[src/rtl/lzss_enc_search_pipe_if.sv]
// Purpose: handshake and candidate/result bus for the LZSS match-search select tree.
// Latency: none, this is wiring only.
// Backpressure: o_ready/i_ready flow control travels with the bus.
interface lzss_enc_search_pipe_if #(
    parameter int pReferenceSize = 64,
    parameter int pOffsetWidth   = 6,
    parameter int pLengthWidth   = 3
);
    logic                                   i_valid;
    logic                                   o_ready;
    logic [pOffsetWidth*pReferenceSize-1:0] i_offset;
    logic [pLengthWidth*pReferenceSize-1:0] i_length;
    logic [pReferenceSize-1:0]              i_last;
    logic                                   o_valid;
    logic                                   i_ready;
    logic [pOffsetWidth-1:0]                o_offset;
    logic [pLengthWidth-1:0]                o_length;
    logic                                   o_last;
    logic                                   o_hit;

    // Candidate producer and result consumer side
    modport master (
        output i_valid, i_offset, i_length, i_last, i_ready,
        input  o_ready, o_valid, o_offset, o_length, o_last, o_hit
    );

    // Search pipeline side
    modport slave (
        input  i_valid, i_offset, i_length, i_last, i_ready,
        output o_ready, o_valid, o_offset, o_length, o_last, o_hit
    );
endinterface

[src/rtl/lzss_enc_search_pipe.sv]
// Purpose: pipelined compare-select tree picking the longest match among candidate entries.
// Latency: pOffsetWidth cycles from acceptance to result, plus one cycle per stall cycle.
// Backpressure: whole tree freezes while a result is held and i_ready is low; o_ready mirrors that.
module lzss_enc_search_pipe #(
    parameter int pReferenceSize = 64,
    parameter int pOffsetWidth   = 6,
    parameter int pLengthWidth   = 3,
    parameter int pMinLength     = 2,
    parameter int pTieMode       = 0
) (
    input  logic                 clk,
    input  logic                 rst_x,
    input  logic                 i_clear,
    lzss_enc_search_pipe_if.slave bus
);
    // Tree depth equals the offset width; leaves are padded up to 2^D.
    localparam int D  = pOffsetWidth;
    localparam int NN = 1 << D;
    localparam logic [pLengthWidth-1:0] MIN_LEN = pLengthWidth'(pMinLength);

    // Leaves are combinational slices of the input vector.
    logic [pOffsetWidth-1:0] leaf_off  [NN];
    logic [pLengthWidth-1:0] leaf_len  [NN];
    logic                    leaf_last [NN];

    // Heap-indexed tree nodes: node n has children 2n and 2n+1, root is node 1.
    // Depth d lives in pipeline stage D-1-d, so the root is the last stage.
    logic [pOffsetWidth-1:0] node_off_q  [1:NN-1];
    logic [pLengthWidth-1:0] node_len_q  [1:NN-1];
    logic                    node_last_q [1:NN-1];
    logic [pOffsetWidth-1:0] nxt_off     [1:NN-1];
    logic [pLengthWidth-1:0] nxt_len     [1:NN-1];
    logic                    nxt_last    [1:NN-1];

    logic [D-1:0] vld_q;
    logic         en;
    logic         win_hit;

    for (genvar k = 0; k < NN; k++) begin : g_leaf
        if (k < pReferenceSize) begin : g_real
            assign leaf_off[k]  = bus.i_offset[k*pOffsetWidth +: pOffsetWidth];
            assign leaf_len[k]  = bus.i_length[k*pLengthWidth +: pLengthWidth];
            assign leaf_last[k] = bus.i_last[k];
        end else begin : g_pad
            assign leaf_off[k]  = '0;
            assign leaf_len[k]  = '0;
            assign leaf_last[k] = 1'b0;
        end
    end

    for (genvar d = 0; d < D; d++) begin : g_depth
        for (genvar j = 0; j < (1 << d); j++) begin : g_node
            localparam int N    = (1 << d) + j;
            localparam int SPAN = 1 << (D - 1 - d);
            // Right subtree made only of padding never wins, so padding cannot beat a real tie.
            localparam bit RPAD = ((2 * j + 1) * SPAN) >= pReferenceSize;

            logic [pOffsetWidth-1:0] l_off, r_off;
            logic [pLengthWidth-1:0] l_len, r_len;
            logic                    l_last, r_last;
            logic                    pick_r;

            if (d == D - 1) begin : g_from_leaf
                assign l_off  = leaf_off[2*j];
                assign l_len  = leaf_len[2*j];
                assign l_last = leaf_last[2*j];
                assign r_off  = leaf_off[2*j+1];
                assign r_len  = leaf_len[2*j+1];
                assign r_last = leaf_last[2*j+1];
            end else begin : g_from_node
                assign l_off  = node_off_q[2*N];
                assign l_len  = node_len_q[2*N];
                assign l_last = node_last_q[2*N];
                assign r_off  = node_off_q[2*N+1];
                assign r_len  = node_len_q[2*N+1];
                assign r_last = node_last_q[2*N+1];
            end

            // Longer length wins; equal lengths go to the higher index unless pTieMode selects lower.
            assign pick_r      = !RPAD && ((pTieMode == 0) ? (r_len >= l_len) : (r_len > l_len));
            assign nxt_off[N]  = pick_r ? r_off  : l_off;
            assign nxt_len[N]  = pick_r ? r_len  : l_len;
            assign nxt_last[N] = pick_r ? r_last : l_last;
        end
    end

    assign bus.o_valid = vld_q[D-1];
    assign en          = !vld_q[D-1] || bus.i_ready;
    assign bus.o_ready = en;

    // Tree registers: async reset, synchronous flush, otherwise advance only on en
    always_ff @(posedge clk or negedge rst_x) begin
        if (!rst_x) begin
            vld_q <= '0;
            for (int n = 1; n < NN; n++) begin
                node_off_q[n]  <= '0;
                node_len_q[n]  <= '0;
                node_last_q[n] <= 1'b0;
            end
        end else if (i_clear) begin
            vld_q <= '0;
            for (int n = 1; n < NN; n++) begin
                node_off_q[n]  <= '0;
                node_len_q[n]  <= '0;
                node_last_q[n] <= 1'b0;
            end
        end else if (en) begin
            vld_q[0] <= bus.i_valid;
            for (int s = 1; s < D; s++) begin
                vld_q[s] <= vld_q[s-1];
            end
            for (int n = 1; n < NN; n++) begin
                node_off_q[n]  <= nxt_off[n];
                node_len_q[n]  <= nxt_len[n];
                node_last_q[n] <= nxt_last[n];
            end
        end
    end

    // Short matches are reported as a miss with zeroed offset/length; last always follows the winner.
    assign win_hit      = vld_q[D-1] && (node_len_q[1] >= MIN_LEN);
    assign bus.o_hit    = win_hit;
    assign bus.o_length = win_hit ? node_len_q[1] : '0;
    assign bus.o_offset = win_hit ? node_off_q[1] : '0;
    assign bus.o_last   = vld_q[D-1] && node_last_q[1];
endmodule

[src/flat_wrapper.sv]
// flat-port wrapper written by rule: the top's interface ports become plain ports
module lzss_enc_search_pipe_flat 
#(
    parameter int pReferenceSize = 64,
    parameter int pOffsetWidth   = 6,
    parameter int pLengthWidth   = 3,
    parameter int pMinLength     = 2,
    parameter int pTieMode       = 0
)
  (clk, rst_x, i_clear, bus_i_valid, bus_i_offset, bus_i_length, bus_i_last, bus_i_ready, bus_o_ready, bus_o_valid, bus_o_offset, bus_o_length, bus_o_last, bus_o_hit);
  lzss_enc_search_pipe_if #(.pReferenceSize(pReferenceSize), .pOffsetWidth(pOffsetWidth), .pLengthWidth(pLengthWidth)) bus_i ();
  input  logic clk;
  input  logic rst_x;
  input  logic i_clear;
  input wire logic [$bits(bus_i.i_valid)-1:0] bus_i_valid;
  input wire logic [$bits(bus_i.i_offset)-1:0] bus_i_offset;
  input wire logic [$bits(bus_i.i_length)-1:0] bus_i_length;
  input wire logic [$bits(bus_i.i_last)-1:0] bus_i_last;
  input wire logic [$bits(bus_i.i_ready)-1:0] bus_i_ready;
  output wire logic [$bits(bus_i.o_ready)-1:0] bus_o_ready;
  output wire logic [$bits(bus_i.o_valid)-1:0] bus_o_valid;
  output wire logic [$bits(bus_i.o_offset)-1:0] bus_o_offset;
  output wire logic [$bits(bus_i.o_length)-1:0] bus_o_length;
  output wire logic [$bits(bus_i.o_last)-1:0] bus_o_last;
  output wire logic [$bits(bus_i.o_hit)-1:0] bus_o_hit;
  assign bus_i.i_valid = bus_i_valid;
  assign bus_i.i_offset = bus_i_offset;
  assign bus_i.i_length = bus_i_length;
  assign bus_i.i_last = bus_i_last;
  assign bus_i.i_ready = bus_i_ready;
  assign bus_o_ready = bus_i.o_ready;
  assign bus_o_valid = bus_i.o_valid;
  assign bus_o_offset = bus_i.o_offset;
  assign bus_o_length = bus_i.o_length;
  assign bus_o_last = bus_i.o_last;
  assign bus_o_hit = bus_i.o_hit;
  lzss_enc_search_pipe #(.pReferenceSize(pReferenceSize), .pOffsetWidth(pOffsetWidth), .pLengthWidth(pLengthWidth), .pMinLength(pMinLength), .pTieMode(pTieMode)) u_core (.clk(clk), .rst_x(rst_x), .i_clear(i_clear), .bus(bus_i));
endmodule
[config.mk]
export PLATFORM = sky130hd
export DESIGN_NAME = lzss_enc_search_pipe_flat
export DESIGN_NICKNAME = d
export VERILOG_FILES = /design/src/rtl/lzss_enc_search_pipe_if.sv /design/src/rtl/lzss_enc_search_pipe.sv /design/src/flat_wrapper.sv
export SDC_FILE = /design/constraint.sdc
export NUM_CORES = 2
export LEC_CHECK = 0
export BUFFER_PORTS_ARGS = -buffer_cell sky130_fd_sc_hd__buf_2
export CAP_MARGIN = 20
export CORE_AREA = 2 2 255 257
export DETAILED_ROUTE_END_ITERATION = 7
export DIE_AREA = 0 0 257 259
export GPL_ROUTABILITY_DRIVEN = 0
export HOLD_SLACK_MARGIN = 0.06
export MAX_ROUTING_LAYER = met4
export PLACE_DENSITY = 0.77
export SYNTH_ARGS = -nofsm -noshare
export SYNTH_HDL_FRONTEND = slang
export SYNTH_SLANG_ARGS = --single-unit
[constraint.sdc]
create_clock -name clk -period 4.3 [get_ports clk]
set_clock_uncertainty 0.1 [all_clocks]
set_input_delay 0.86 -clock clk [delete_from_list [all_inputs] [get_ports clk]]
set_output_delay 0.86 -clock clk [all_outputs]
set_load 0.03 [all_outputs]
==> results.txt <==
The flow ran to the end, and the final reports show no timing, DRC or antenna violations. The source-to-sink clock delay at the later pin of the worst-skew pair is 0.60 ns. The number of nets with antenna violations after routing is 0. The met2 layer wire length in the routed design is 41.5 mm. The endpoint of the worst-slack reg-to-reg timing path is u_core.g_depth[3].g_node[7].r_last$_DFFE_PN0P_. For this design the top-level I/O count stands at 658. The least setup slack across all paths after layout came out at 1.31 ns.

The total setup violations reported at the end of the flow came out at 0. After synthesis, the cell types taking the most area are sky130_fd_sc_hd__dfrtp_1 47%, sky130_fd_sc_hd__mux2i_1 19%, sky130_fd_sc_hd__nand2_1 7.9%. The slack of the worst reg-to-reg path is 1.68 ns. The via count of the first global-routing pass is 25400. The cell leakage power is 20.5 nW. The number of I/O port buffers came out at 657. The floorplan step set the die height to ~260 um.

After detailed routing, the number of vias per cell comes to 5.33. The remaining global-route overflow came out at 0. In this run the worst setup path begins at u_core.vld_q[5]$_DFFE_PN0P_. CTS placed an instance of sky130_fd_sc_hd__clkbuf_16 at the clock tree root. The maximum number of pins on one net before global-route repair came out at 164. TritonCTS built the clock tree. Timing analysis after detailed placement gives a worst setup slack of ~1.4 ns. The number of pins exceeding their max-slew limit in the final report is 0.

The total power draw came out at between 0.015 and 0.02 W. The uppermost layer routed is met4. The total vias in the final route came out at approximately 26000. The first TritonRoute pass finished after 5 iterations. The worst-case IR drop observed on VDD is roughly 0.00025 V. STA classifies the critical path startpoint as a register. The post-detailed-route DRC marker count is 0. Counting along the longest clock path gives a buffer depth of 3. The overall die area is approximately 67000 um2. For this design, the CTS-stage hold fixing added 0 buffers. The initial antenna violation count is 3. The synthesized net count is between 4000 and 5000. The core region is ~64000 um2. The area share of the largest cell type after synthesis is about 47%. The clock transition at the registers of the reported paths is 0.06 ns.

The actual transition at the worst max-transition pin is 1.10 ns. The placed standard-cell area is ~37000 um2. The number of endpoints with negative hold slack in the final report was 0.

The summed negative setup slack over all endpoints is 0 ns. The number of cells on the worst reg-to-reg path is 7. The number of nets in the final layout came out at between 4000 and 5000. Setup repair after global routing left no endpoint under its margin. The total of warnings raised by yosys is 0. Traced cell by cell, the critical path runs through o21a_1 > and2_1 > buf_2.

The cell area that synthesis handed to floorplanning was 33600 um2. The type of the worst min-delay path is primary input to asynchronous set/reset pin. Among all stages on the critical path, the largest delay is contributed by sky130_fd_sc_hd__dfrtp_1. In this design, the largest share of critical-path delay is due to flip-flops. The part of the total power dissipated in the clock network is 38.0%. The level count of the clock H-tree came out at 3. The required time at the endpoint of the critical path came out at 3.34 ns. The detailed placement HPWL came out at between 60 and 70 mm.

The number of maximum-capacitance violations is 0. The number of placement rows came out at 93. After routing the design area is about 40000 um2. The die extent in x is 257 um.

The initial core utilization is a little over half. The layout overhead on the synthesized area came out at 18.9%. The logic gate share of total power is 19.4%.

The total wire length after detailed routing came out at around 84 mm. The launch instance of the worst register-to-register path is u_core.g_depth[4].g_node[15].l_len[2]$_DFFE_PN0P_. Of all cell types, the one taking the most synthesized area is sky130_fd_sc_hd__dfrtp_1. In this run, post-CTS repair resized a total of 0 instances.

The fraction of layout cells with a size suffix above 1 is 21.2%. For this block, the initial DRC count from the detailed router was 1680. The data arrival time of the worst path is ~2 ns. Internal power comes to 0.0117 W. The number of setup buffers added after CTS is 0. In the synthesized netlist, the number of instances is 3392.

For this run, the slowest stage of the critical path takes 0.58 ns. The smallest clock period supported by the final layout is computed as 2.99 ns. In this run, distinct cell masters in the synthesized netlist total 21. The sequential share of power is 42.6%.

The post-synthesis sequential area ratio is 47.4%. The net switching fraction of the power is 27.8%. The type of the worst setup path is register to output port. Detailed routing placed a total of 3.58 mm of wire on met3. The cell area power density came out at ~400 nW/um2. After layout, the worst path uses 69.5% of the clock period. The highest clock frequency the design can meet is 335 MHz. The number of flip-flops and latches in the synthesized netlist came out at 636. The global-route wire length before repair is ~130 mm. Counting both buffers and inverters, the worst setup path holds a total of 1. The count of placed standard cells including taps came out at 4762. The number of clock sinks seen by CTS came out at 636. The worst slew slack as a fraction of its limit is 26.1%.

The maximum fanout count along the critical path came out at 8. The synthesized area per cell came out at 9.91 um2. The analysis attributes to net switching a power of 0.00448 W.

The worst setup path is captured at an output port. The post-detailed-route wirelength per cell is 17.0 um. The number of buffers created by CTS is 69. The global-route total usage across every layer is around a quarter. The wire length on met1 is 36.7 mm. The finished layout holds 4919 standard cells, fillers aside.
[stage by stage]
step | hold WS [ns] | util [%]
6_report | 0.165 | 62.6
5_1_grt | 0.199 | 62.5
4_1_cts | 0.162 | 62.2
3_5_place_dp | 0.367 | 58.5
3_3_place_gp | 0.356 | 58.5
2_1_floorplan | 0.342 | -
[cell usage in the layout (no fill, tap or decap), types with 2 or more instances in the layout]
master and instances:
sky130_fd_sc_hd__a21oi_1 68, sky130_fd_sc_hd__and2_1 10, sky130_fd_sc_hd__buf_12 21, sky130_fd_sc_hd__buf_2 656
sky130_fd_sc_hd__buf_4 65, sky130_fd_sc_hd__buf_6 4, sky130_fd_sc_hd__bufinv_16 6, sky130_fd_sc_hd__clkbuf_1 16
sky130_fd_sc_hd__clkbuf_16 72, sky130_fd_sc_hd__clkbuf_8 14, sky130_fd_sc_hd__clkinv_2 11, sky130_fd_sc_hd__clkinv_8 3
sky130_fd_sc_hd__dfrtp_1 636, sky130_fd_sc_hd__diode_2 5, sky130_fd_sc_hd__ha_1 189, sky130_fd_sc_hd__inv_1 189
sky130_fd_sc_hd__mux2i_1 630, sky130_fd_sc_hd__nand2_1 703, sky130_fd_sc_hd__nor2_1 2, sky130_fd_sc_hd__nor2b_1 63
sky130_fd_sc_hd__o21ai_0 332, sky130_fd_sc_hd__o21ai_1 361
[registers in the layout, summed over array words and instances (netlist names)]
register                      count
u_core.g_depth.g_node.l_last     31
u_core.g_depth.g_node.l_len      93
u_core.g_depth.g_node.l_off     186
u_core.g_depth.g_node.r_last     31
u_core.g_depth.g_node.r_len      93
u_core.g_depth.g_node.r_off     186
u_core.node_last_q                1
u_core.node_len_q                 3
u_core.node_off_q                 6
u_core.vld_q                      6
[cell type report]
cell class,instances,area [um2]
Fill cell,5262,23900
Sequential cell,636,15900
Multi-Input combinational cell,2362,15600
Timing Repair Buffer,747,4250
Clock buffer,102,2050
Tap cell,855,1070
Inverter,190,718
Clock inverter,22,300
Antenna cell,5,12.5
[per-layer routing]
layer  global-route usage, %  up-vias
met5                       -        -
met4                    7.69        0
met3                    3.13      123
met2                    41.2      616
met1                    33.7    12700
li1                        -    12800
[synthesized netlist by cell type]
cell / count
sky130_fd_sc_hd__nand2_1: 703
sky130_fd_sc_hd__buf_4: 33
sky130_fd_sc_hd__and2_1: 10
sky130_fd_sc_hd__ha_1: 189
sky130_fd_sc_hd__nand2b_1: 1
sky130_fd_sc_hd__inv_6: 1
sky130_fd_sc_hd__dfrtp_1: 636
sky130_fd_sc_hd__nor2b_4: 1
sky130_fd_sc_hd__nor2b_1: 63
sky130_fd_sc_hd__inv_1: 189
sky130_fd_sc_hd__mux2i_1: 630
sky130_fd_sc_hd__nor2_8: 1
sky130_fd_sc_hd__o21ai_0: 393
sky130_fd_sc_hd__clkbuf_1: 3
sky130_fd_sc_hd__clkbuf_2: 66
sky130_fd_sc_hd__buf_2: 64
sky130_fd_sc_hd__o21a_1: 1
sky130_fd_sc_hd__buf_6: 38
sky130_fd_sc_hd__o21ai_1: 300
sky130_fd_sc_hd__a21oi_1: 68
sky130_fd_sc_hd__nor2_1: 2
[power by group through the flow]
stage / Sequential [W] / Clock (W) / Combinational, W
6_report: 0.00688 / 0.00613 / 0.00314
4_1_cts: 0.00687 / 0.00625 / 0.00311
2_1_floorplan: 0.00684 / 0 / 0.00211
5_1_grt: 0.00694 / 0.00648 / 0.00347
3_3_place_gp: 0.00695 / 0 / 0.00300
3_5_place_dp: 0.00697 / 0 / 0.00309
[worst reg2reg max path: stages (launching register included)]
cell	delay, ns
sky130_fd_sc_hd__dfrtp_1	0.40
sky130_fd_sc_hd__inv_1	0.06
sky130_fd_sc_hd__ha_1	0.29
sky130_fd_sc_hd__nand2_1	0.05
sky130_fd_sc_hd__o21ai_0	0.74
sky130_fd_sc_hd__buf_4	0.30
sky130_fd_sc_hd__mux2i_1	0.41
sky130_fd_sc_hd__o21ai_0	0.14
[how the worst max path moves through the flow]
stage	endpoint	cells past startpoint
after floorplan	bus_o_length[0]	2
after global placement	u_core.g_depth[4].g_node[8].l_last$_DFFE_PN0P_	7
after detailed placement	u_core.g_depth[4].g_node[8].l_last$_DFFE_PN0P_	7
after CTS	bus_o_length[0]	3
after global routing	bus_o_offset[5]	3
final	bus_o_offset[2]	3
[cell families after synthesis]
group | synth area share [%]
compound gates | 11.4
fa+ha+maj | 7.04
buf+inv | 6.12
flops | 47.4
mux | 18.8
simple gates | 9.35
Note: power is estimated with default switching activity, not from simulation.
